File: src/rtl/rtc_bus_cycle_pkg.sv
// rtc_bus_cycle_pkg: shared state encoding, timing defaults and bus output bundle
// for the RTC multiplexed-bus sequencer.
package rtc_bus_cycle_pkg;

    localparam int CNT_W     = 8;
    localparam int T_SU_DEF  = 2;
    localparam int T_PW_DEF  = 10;
    localparam int T_HD_DEF  = 2;
    localparam int T_GAP_DEF = 4;

    // Encoding is sequential so every timed state advances to the next code.
    typedef enum logic [2:0] {
        S_IDLE  = 3'd0,
        S_A_SU  = 3'd1,
        S_A_STB = 3'd2,
        S_A_HD  = 3'd3,
        S_GAP   = 3'd4,
        S_D_STB = 3'd5,
        S_D_HD  = 3'd6,
        S_DONE  = 3'd7
    } state_t;

    typedef struct packed {
        logic [7:0] ad_out;
        logic       ad_oe;
        logic       ad_n;
        logic       cs_n;
        logic       rd_n;
        logic       wr_n;
        logic       busy;
        logic       done;
    } bus_t;

    localparam bus_t BUS_RST = '{
        ad_out: 8'h00, ad_oe: 1'b0, ad_n: 1'b1, cs_n: 1'b1,
        rd_n: 1'b1, wr_n: 1'b1, busy: 1'b0, done: 1'b0
    };

endpackage

File: src/rtl/rtc_bus_cycle_phase_timer.sv
// rtc_phase_timer: loadable 8-bit down counter; expire flags the last cycle of a phase.
module rtc_phase_timer
    import rtc_bus_cycle_pkg::*;
(
    input  logic             clk_i,
    input  logic             rst_ni,
    input  logic             load_i,
    input  logic [CNT_W-1:0] load_value_i,
    output logic             expire_o
);

    logic [CNT_W-1:0] cnt_q, cnt_d;

    assign cnt_d    = load_i ? load_value_i : (cnt_q != '0 ? cnt_q - 1'b1 : cnt_q);
    assign expire_o = cnt_q == CNT_W'(1);

    always_ff @(posedge clk_i or negedge rst_ni) begin
        if (!rst_ni) cnt_q <= '0;
        else         cnt_q <= cnt_d;
    end

endmodule

File: src/rtl/rtc_bus_cycle.sv
// rtc_bus_cycle: timed active-low address/data bus cycle generator for the RTC,
// with all bus outputs registered from the next state.
module rtc_bus_cycle
    import rtc_bus_cycle_pkg::*;
#(
    parameter int T_SU  = T_SU_DEF,
    parameter int T_PW  = T_PW_DEF,
    parameter int T_HD  = T_HD_DEF,
    parameter int T_GAP = T_GAP_DEF
) (
    input  logic       clk,
    input  logic       rst,
    input  logic       req,
    input  logic       wr_nrd,
    input  logic [7:0] addr,
    input  logic [7:0] wdata,
    input  logic [7:0] ad_in,
    output logic [7:0] ad_out,
    output logic       ad_oe,
    output logic       ad_n,
    output logic       cs_n,
    output logic       rd_n,
    output logic       wr_n,
    output logic       busy,
    output logic       done,
    output logic [7:0] rdata
);

    if (T_SU < 1 || T_SU > 255 || T_PW < 1 || T_PW > 255 ||
        T_HD < 1 || T_HD > 255 || T_GAP < 1 || T_GAP > 255) begin : g_bad_timing
        $error("rtc_bus_cycle: timing parameters must lie in 1..255");
    end

    state_t     s_q, s_d;
    bus_t       b_q, b_d;
    logic [7:0] a_q, a_d, w_q, w_d, rdata_q, rdata_d;
    logic       wr_q, wr_d, accept, expire;

    function automatic logic [CNT_W-1:0] dur(input state_t s);
        return (s == S_A_SU) ? CNT_W'(T_SU) :
               (s == S_A_STB || s == S_D_STB) ? CNT_W'(T_PW) :
               (s == S_A_HD || s == S_D_HD) ? CNT_W'(T_HD) :
               (s == S_GAP) ? CNT_W'(T_GAP) : CNT_W'(1);
    endfunction

    rtc_phase_timer u_timer (
        .clk_i       (clk),
        .rst_ni      (rst),
        .load_i      (s_d != s_q),
        .load_value_i(dur(s_d)),
        .expire_o    (expire)
    );

    assign accept  = s_q == S_IDLE && req;
    assign a_d     = accept ? addr : a_q;
    assign w_d     = accept ? wdata : w_q;
    assign wr_d    = accept ? wr_nrd : wr_q;
    assign rdata_d = (s_q == S_D_STB && expire && !wr_q) ? ad_in : rdata_q;

    always_comb begin
        s_d = s_q;
        if (s_q == S_IDLE)      s_d = req ? S_A_SU : S_IDLE;
        else if (s_q == S_DONE) s_d = S_IDLE;
        else if (expire)        s_d = state_t'(s_q + 3'd1);
    end

    // Outputs are computed from the next state so they change on the same edge as the state.
    always_comb begin
        b_d        = BUS_RST;
        b_d.busy   = s_d != S_IDLE;
        b_d.done   = s_d == S_DONE;
        b_d.ad_n   = !(s_d inside {S_A_SU, S_A_STB, S_A_HD});
        b_d.cs_n   = !(s_d inside {S_A_STB, S_D_STB});
        b_d.wr_n   = !(s_d == S_A_STB || (s_d == S_D_STB && wr_d));
        b_d.rd_n   = !(s_d == S_D_STB && !wr_d);
        b_d.ad_oe  = !b_d.ad_n || (wr_d && s_d inside {S_GAP, S_D_STB, S_D_HD});
        b_d.ad_out = !b_d.ad_n ? a_d : (b_d.ad_oe ? w_d : 8'h00);
    end

    always_ff @(posedge clk or negedge rst) begin
        if (!rst) begin
            s_q     <= S_IDLE;
            b_q     <= BUS_RST;
            a_q     <= '0;
            w_q     <= '0;
            wr_q    <= 1'b0;
            rdata_q <= '0;
        end else begin
            s_q     <= s_d;
            b_q     <= b_d;
            a_q     <= a_d;
            w_q     <= w_d;
            wr_q    <= wr_d;
            rdata_q <= rdata_d;
        end
    end

    assign ad_out = b_q.ad_out;
    assign ad_oe  = b_q.ad_oe;
    assign ad_n   = b_q.ad_n;
    assign cs_n   = b_q.cs_n;
    assign rd_n   = b_q.rd_n;
    assign wr_n   = b_q.wr_n;
    assign busy   = b_q.busy;
    assign done   = b_q.done;
    assign rdata  = rdata_q;

endmodule
File: config.mk
export PLATFORM = sky130hd
export DESIGN_NAME = rtc_bus_cycle
export DESIGN_NICKNAME = d
export VERILOG_FILES = /design/src/rtl/rtc_bus_cycle_pkg.sv /design/src/rtl/rtc_bus_cycle_phase_timer.sv /design/src/rtl/rtc_bus_cycle.sv
export SDC_FILE = /design/constraint.sdc
export NUM_CORES = 1
export LEC_CHECK = 0
export BUFFER_PORTS_ARGS = -buffer_cell sky130_fd_sc_hd__buf_2
export CAP_MARGIN = 20
export CORE_ASPECT_RATIO = 0.8
export CORE_MARGIN = 2
export CORE_UTILIZATION = 45
export CTS_BUF_LIST = sky130_fd_sc_hd__clkbuf_4
export DETAILED_ROUTE_END_ITERATION = 8
export PLACE_DENSITY = 0.7
export SLEW_MARGIN = 20
export SYNTH_ARGS = -nofsm -noshare
export SYNTH_HDL_FRONTEND = slang
export SYNTH_SLANG_ARGS = --single-unit
File: constraint.sdc
create_clock -name clk -period 2.4 [get_ports clk]
set_input_delay 0.24 -clock clk [delete_from_list [all_inputs] [get_ports clk]]
set_output_delay 0.24 -clock clk [all_outputs]
set_load 0.03 [all_outputs]
==> results.ini, run 1 <==
[synthesis]
syn_inst = 210
ys_ff_latch = 51
syn-cell-area_um2 = 2450
synth_nets = 244
yosys_warnings = 0
ys_types = 43
async_reset_ff_share_pct = 100
synth_ff_type = dfrtp_1
synth_edf_count = 0
seq_area_frac_synth_pct = 52.4
avgSynthCellArea_um2 = 11.7

[detailed_routing]
viasPerCell = 5.31
first_iter_violations = 117
routed_wl_um = 5140
drtPass1Iterations = 4
vias = 1857
post_drt_wl_per_cell_um = 14.7
drc = 0
detail-route-antenna-nets = 0

[cells_and_area]
final_nets = 321
syn_to_final_growth_pct = 23.5
layout-drive-gt1-share_pct = 42.4
n_fill_cell = 463
fin_util_pct = 59.0
antenna_cells = 0
fin_area_um2 = 3020

[run_status]
status = finished, final reports clean

[timing]
fin_crit_ns = 2.34
setup_violations = 0
fin_crit_sh_pct = 97.6
max_freq_mhz = 427
slew_viol_final = 0
worstMarginPinSlew_ns = 0.624
relSlewSlack_pct = 58.3
hold_viol_final = 0
clock-skew-final_ns = 0.0162

[worst_hold_path]
hold_end = rdata[2]$_DFFE_PN0P_
hold_start = ad_in[2]
hold_class = input pin to flip-flop
min_path_cells = 2

[worst_setup_path]
r2r-end = ad_oe$_DFF_PN0_
r2r_setup_slack_ns = 0.06
cp_num_buf_inv = 3
worstPathMaxFanout = 8
start_kind = flip-flop
cp.required_ns = 2.66
cp_num_cells = 9
cp-end-kind = flip-flop
rr_worst_depth = 9
cp.arrival_ns = 2.60
r2r-start = s_q[1]$_DFF_PN0_
worstSetupPathType = flip-flop to flip-flop
critPathTopFamily = compound AO/OA/AOI/OAI gates
worstPathCellList = buf_4 -> ha_1 -> ha_1 -> a2111oi_1 -> a31oi_1 -> buf_4 -> buf_4 -> o21ai_0 -> a21boi_0
cp_slowest_stage_delay_ns = 0.52
critPathSlowestCell = a2111oi_1
path_common_cell = buf_4

[grt]
grt_pass1_vias = 1825
gr-total-overflow = 0
antenna_found_initial = 0
track_usage_pct = 17.9
grt_max_degree = 25
grt_pass1_wl_um = 8540

[cts]
cts_setup_buffers = 0
cts.path.max_buffers = 2
cts_root_buffer = clkbuf_4
clk_latency_ns = 0.38
htree_levels = 2
numCtsBuffers = 5
cts_tree = done
path_clk_slew_ns = 0.15
cts_sinks = 51

[place]
gp_congestion = 0.835
dpl_cell_area_um2 = 2950
io_buffers = 50
hpwl_um = 3830

[power]
leakagePower_nw = 1.47
powerDensity_nw_per_um2 = 1320
max-vdd-ir-drop_uv = 674

[die]
io_pins = 51
die_y_um = 70.0
die_area_um2 = 6050
die_w_um = 86.5
row_count = 23
fp.coreArea_um2 = 5120
initial_core_util_pct = 47.8

[job]
maxCapViolCount = 0

[what timing repair did]
action	4_1_cts	5_1_grt
endpoints found under the setup margin	0	11
endpoints found under the hold margin	48	0
hold buffers	1	0
resized for setup	0	3
[cells in the mapped netlist (3+ instances only)]
| library cell | number | area share (%) |
|---|---|---|
| dfrtp_1 | 47 | 48 |
| mux2_2 | 26 | 12 |
| nand2_1 | 17 | 2.6 |
| nor2_1 | 13 | 2.0 |
| mux2i_1 | 11 | 4.5 |
| inv_1 | 9 | 1.4 |
| o211ai_1 | 9 | 2.8 |
| ha_1 | 6 | 3.1 |
| o21ai_0 | 6 | 1.2 |
| a21oi_1 | 5 | 1.0 |
| clkbuf_1 | 5 | 0.77 |
| buf_2 | 4 | 0.82 |
| dfstp_2 | 4 | 4.3 |
| nor3_1 | 4 | 0.82 |
| nor4_1 | 4 | 1.0 |
| xor2_1 | 4 | 1.4 |
| a2111oi_0 | 3 | 1.1 |
| a31oi_1 | 3 | 0.77 |
| xnor2_1 | 3 | 1.1 |
[per-stage QoR]
step / hold WS (ns) / worst slack [ns] / instances / total power (W) / TNS [ns]
after global routing: 0.0670 / -0.105 / 350 / 0.00429 / -0.489
after detailed placement: 0.0900 / 0.102 / 341 / 0.00356 / 0
after floorplan: -0.0556 / 0.0749 / 210 / 0.00281 / 0
after global placement: 0.0916 / 0.104 / 341 / 0.00353 / 0
after CTS: 0.0790 / 0.0758 / 350 / 0.00396 / 0
final: 0.0886 / 0.0586 / 350 / 0.00397 / 0
[layer usage]
metal	routed length (µm)	global-route usage, %	vias to the layer above
met2	2190	25.6	58
met1	2590	26.2	875
met3	306	5.20	8
met4	61	5.38	0
met5	0	0	-
li1	-	-	916
[placed cells by master (no fill, tap or decap), types with 2 or more instances in the layout]
master,netlist,layout
inv_1,9,9
nor4_1,4,4
mux2i_1,11,11
buf_2,4,50
a21oi_1,5,5
mux2_2,26,26
xor2_1,4,4
dfrtp_1,47,47
nand2_1,17,17
or3_1,2,2
a31oi_1,3,3
o211ai_1,9,9
nand3_1,2,2
ha_1,6,6
a2111oi_0,3,2
xnor2_1,3,3
dfstp_2,4,4
clkbuf_4,0,5
buf_4,0,28
o21ai_0,6,5
nor3_1,4,4
nor2_1,13,13
[report_power, final]
part	internal, W	total (W)	switching (W)	leakage, nW
Clock	0.000113	0.000394	0.000281	0.0288
Combinational	0.00101	0.00228	0.00127	0.821
Sequential	0.00118	0.00130	0.000122	0.622
Total	0.00230	0.00397	0.00168	1.47
[cells by family after synthesis]
logic type	synth area share (%)
AND/OR/NAND/NOR	11.9
XOR/XNOR	2.51
AO/OA/AOI/OAI	10.7
adder cells (fa/ha/maj)	3.07
flip-flops	52.4
buffers and inverters	2.97
multiplexers	16.5
[worst max path at each step]
stage / start / end / slack, ns
finish: s_q[1]$_DFF_PN0_ / ad_oe$_DFF_PN0_ / 0.06
global route: s_q[1]$_DFF_PN0_ / ad_oe$_DFF_PN0_ / -0.10
CTS: u_timer.cnt_q[5]$_DFFE_PN0P_ / ad_out[7]$_DFF_PN0_ / 0.08
detailed placement: u_timer.cnt_q[5]$_DFFE_PN0P_ / ad_out[6]$_DFF_PN0_ / 0.10
global placement: u_timer.cnt_q[5]$_DFFE_PN0P_ / ad_out[6]$_DFF_PN0_ / 0.10
floorplan: s_q[0]$_DFF_PN0_ / ad_out[0]$_DFF_PN0_ / 0.07
[registers in the layout, indices dropped and copies added (netlist names)]
| signal | cells |
|---|---|
| a_q | 8 |
| ad_n | 1 |
| ad_oe | 1 |
| ad_out | 8 |
| busy | 1 |
| cs_n | 1 |
| done | 1 |
| rd_n | 1 |
| rdata | 8 |
| s_q | 3 |
| u_timer.cnt_q | 8 |
| w_q | 8 |
| wr_n | 1 |
| wr_q | 1 |
[area by class of cell]
type | count | area, µm² | area share (%)
flip-flops and latches | 51 | 1280 | 42.4
clock inverters | 3 | 20.0 | 0.663
well taps | 62 | 77.6 | 2.57
multi-input cells | 141 | 1100 | 36.4
repair buffers | 79 | 470 | 15.6
clock buffers | 5 | 37.5 | 1.24
inverters | 9 | 33.8 | 1.12
Power figures use the tool's default switching activity.
==> run 2: changes to the inputs <==
--- a/config.mk
+++ b/config.mk
@@ -10,9 +10,9 @@
 export CORE_ASPECT_RATIO = 0.8
 export CORE_MARGIN = 2
 export CORE_UTILIZATION = 45
-export CTS_BUF_LIST = sky130_fd_sc_hd__clkbuf_4
+export CTS_BUF_LIST = sky130_fd_sc_hd__clkbuf_4 sky130_fd_sc_hd__clkbuf_8 sky130_fd_sc_hd__clkbuf_16
 export DETAILED_ROUTE_END_ITERATION = 8
-export PLACE_DENSITY = 0.7
+export PLACE_DENSITY = 0.8
 export SLEW_MARGIN = 20
 export SYNTH_ARGS = -nofsm -noshare
 export SYNTH_HDL_FRONTEND = slang
==> results.ini, run 2 (synthesis results as in run 1) <==
[cells_and_area]
final_nets = 317
stdcell_count = 346
syn_to_final_growth_pct = 23.9
mostFrequentLayoutCells = buf_2, dfrtp_1, mux2_2, buf_4, nand2_1
layout-drive-gt1-share_pct = 41.9
final_common_cell = buf_2
antenna_cells = 0

[worst_setup_path]
cp_num_buf_inv = 0
cp.required_ns = 2.62
critPathSlowestCell = or4_1
r2r-start = u_timer.cnt_q[5]$_DFFE_PN0P_
cp_slowest_stage_delay_ns = 0.70
r2r_setup_slack_ns = 0.11
r2r-end = u_timer.cnt_q[2]$_DFFE_PN0P_
critPathTopFamily = simple AND/OR/NAND/NOR gates
start_kind = flip-flop
cp.arrival_ns = 2.51
worstPathMaxFanout = 8
rr_worst_depth = 5
worstPathCellList = or4_1 -> or3_1 -> a32o_1 -> or2_0 -> mux2i_1
worstSetupPathType = flip-flop to flip-flop
cp-end-kind = flip-flop

[cts]
cts_root_buffer = clkbuf_8
cts_tree = done
cts.path.max_buffers = 2
path_clk_slew_ns = 0.09
cts_sinks = 51
numCtsBuffers = 5
htree_levels = 2
clk_latency_ns = 0.30

[detailed_routing]
routed_wl_um = 5160
drtPass1Iterations = 4
vias = 1885
first_iter_violations = 233
post_drt_wl_per_cell_um = 14.9
drc = 0
detail-route-antenna-nets = 0
viasPerCell = 5.45

[run_status]
status = finished, final reports clean

[die]
initial_core_util_pct = 47.8
die_y_um = 70.0
die_w_um = 86.5
fp.coreArea_um2 = 5120
die_area_um2 = 6050
row_count = 23
io_pins = 51

[timing]
clock-skew-final_ns = 0.00490
fin_crit_ns = 2.29
slew_viol_final = 0
rsz0062_at_grt = no
max_freq_mhz = 437
worstMarginPinSlew_ns = 0.573
fin_setup_tns_ns = 0
relSlewSlack_pct = 61.8
hold_viol_final = 0
fin_crit_sh_pct = 95.4
setup_violations = 0

[place]
gp_congestion = 0.902
hpwl_um = 3900
io_buffers = 50
dp_cells = 337

[worst_hold_path]
hold_class = input pin to flip-flop
hold_start = ad_in[2]
min_path_cells = 2
hold_end = rdata[2]$_DFFE_PN0P_

[grt]
track_usage_pct = 17.9
grt_pass1_vias = 1812
gr-total-overflow = 0
grt_pass1_wl_um = 8490
grt_max_degree = 26
antenna_found_initial = 0

[power]
powerDensity_nw_per_um2 = 1330
leakagePower_nw = 1.47
max-vdd-ir-drop_uv = 643

[job]
maxCapViolCount = 0

[run 2: cell count changes in the layout (fill, tap and decap cells not counted), sizes merged]
cell,delta
buf,-4
clkbuf,+2
clkinv,-2
[run 2: worst max-delay path by stage]
| stage | from | endpoint | slack [ns] | cells after the start |
|---|---|---|---|---|
| final | u_timer.cnt_q[5]$_DFFE_PN0P_ | u_timer.cnt_q[2]$_DFFE_PN0P_ | 0.11 | 5 |
| after detailed placement | s_q[0]$_DFF_PN0_ | ad_out[3]$_DFF_PN0_ | 0.10 | 8 |
| after global routing | u_timer.cnt_q[5]$_DFFE_PN0P_ | ad_out[5]$_DFF_PN0_ | 0.03 | 6 |
| after floorplan | s_q[0]$_DFF_PN0_ | ad_out[0]$_DFF_PN0_ | 0.07 | 10 |
| after global placement | s_q[0]$_DFF_PN0_ | rd_n$_DFF_PN1_ | 0.17 | 8 |
| after CTS | s_q[0]$_DFF_PN0_ | ad_out[4]$_DFF_PN0_ | 0.08 | 8 |
[run 2: report_power, final]
| part | total (W) | switching, W | internal [W] |
|---|---|---|---|
| Combinational | 0.00218 | 0.00124 | 0.000939 |
| Clock | 0.000542 | 0.000279 | 0.000263 |
| Sequential | 0.00132 | 0.000144 | 0.00118 |
| Total | 0.00405 | 0.00167 | 0.00238 |
[run 2: layer usage]
metal	vias to the layer above	routed length, µm	track usage [%]	share of wire, %
met2	94	2250	26.3	44
li1	909	-	-	-
met1	872	2390	26.0	46
met4	0	92	5.73	1.8
met3	10	429	4.02	8.3
met5	-	0	0	0
[run 2: per-stage QoR]
step | power, W | hold WS (ns) | util (%) | worst slack, ns | cell area, µm²
floorplan | 0.00281 | -0.0556 | - | 0.0749 | 2450
global placement | 0.00344 | 0.267 | 56.9 | 0.166 | 2920
detailed placement | 0.00351 | 0.275 | 56.9 | 0.101 | 2920
CTS | 0.00406 | 0.163 | 59.2 | 0.0804 | 3030
global route | 0.00436 | 0.164 | 59.2 | 0.0349 | 3030
finish | 0.00405 | 0.168 | 59.2 | 0.111 | 3030
[run 2: final cells by class]
class	instances	area, µm²
Inverter	9	33.8
Sequential cell	51	1280
Fill cell	416	2090
Timing Repair Buffer	75	440
Tap cell	62	77.6
Clock buffer	7	96.3
Clock inverter	1	7.51
Multi-Input combinational cell	141	1100
[run 2: repair_timing]
item,in CTS,in global routing
endpoints found under the hold margin,21,0
resized for setup,0,1
setup endpoints to repair,0,11
buffers inserted,0,0
hold buffers,1,0
[run 2: worst register-to-register path: cells and delay by family, from the launching register on]
family          cells  cell delay (ns)
flops               1             0.45
compound gates      1             0.29
simple gates        3             1.33
mux                 1             0.15
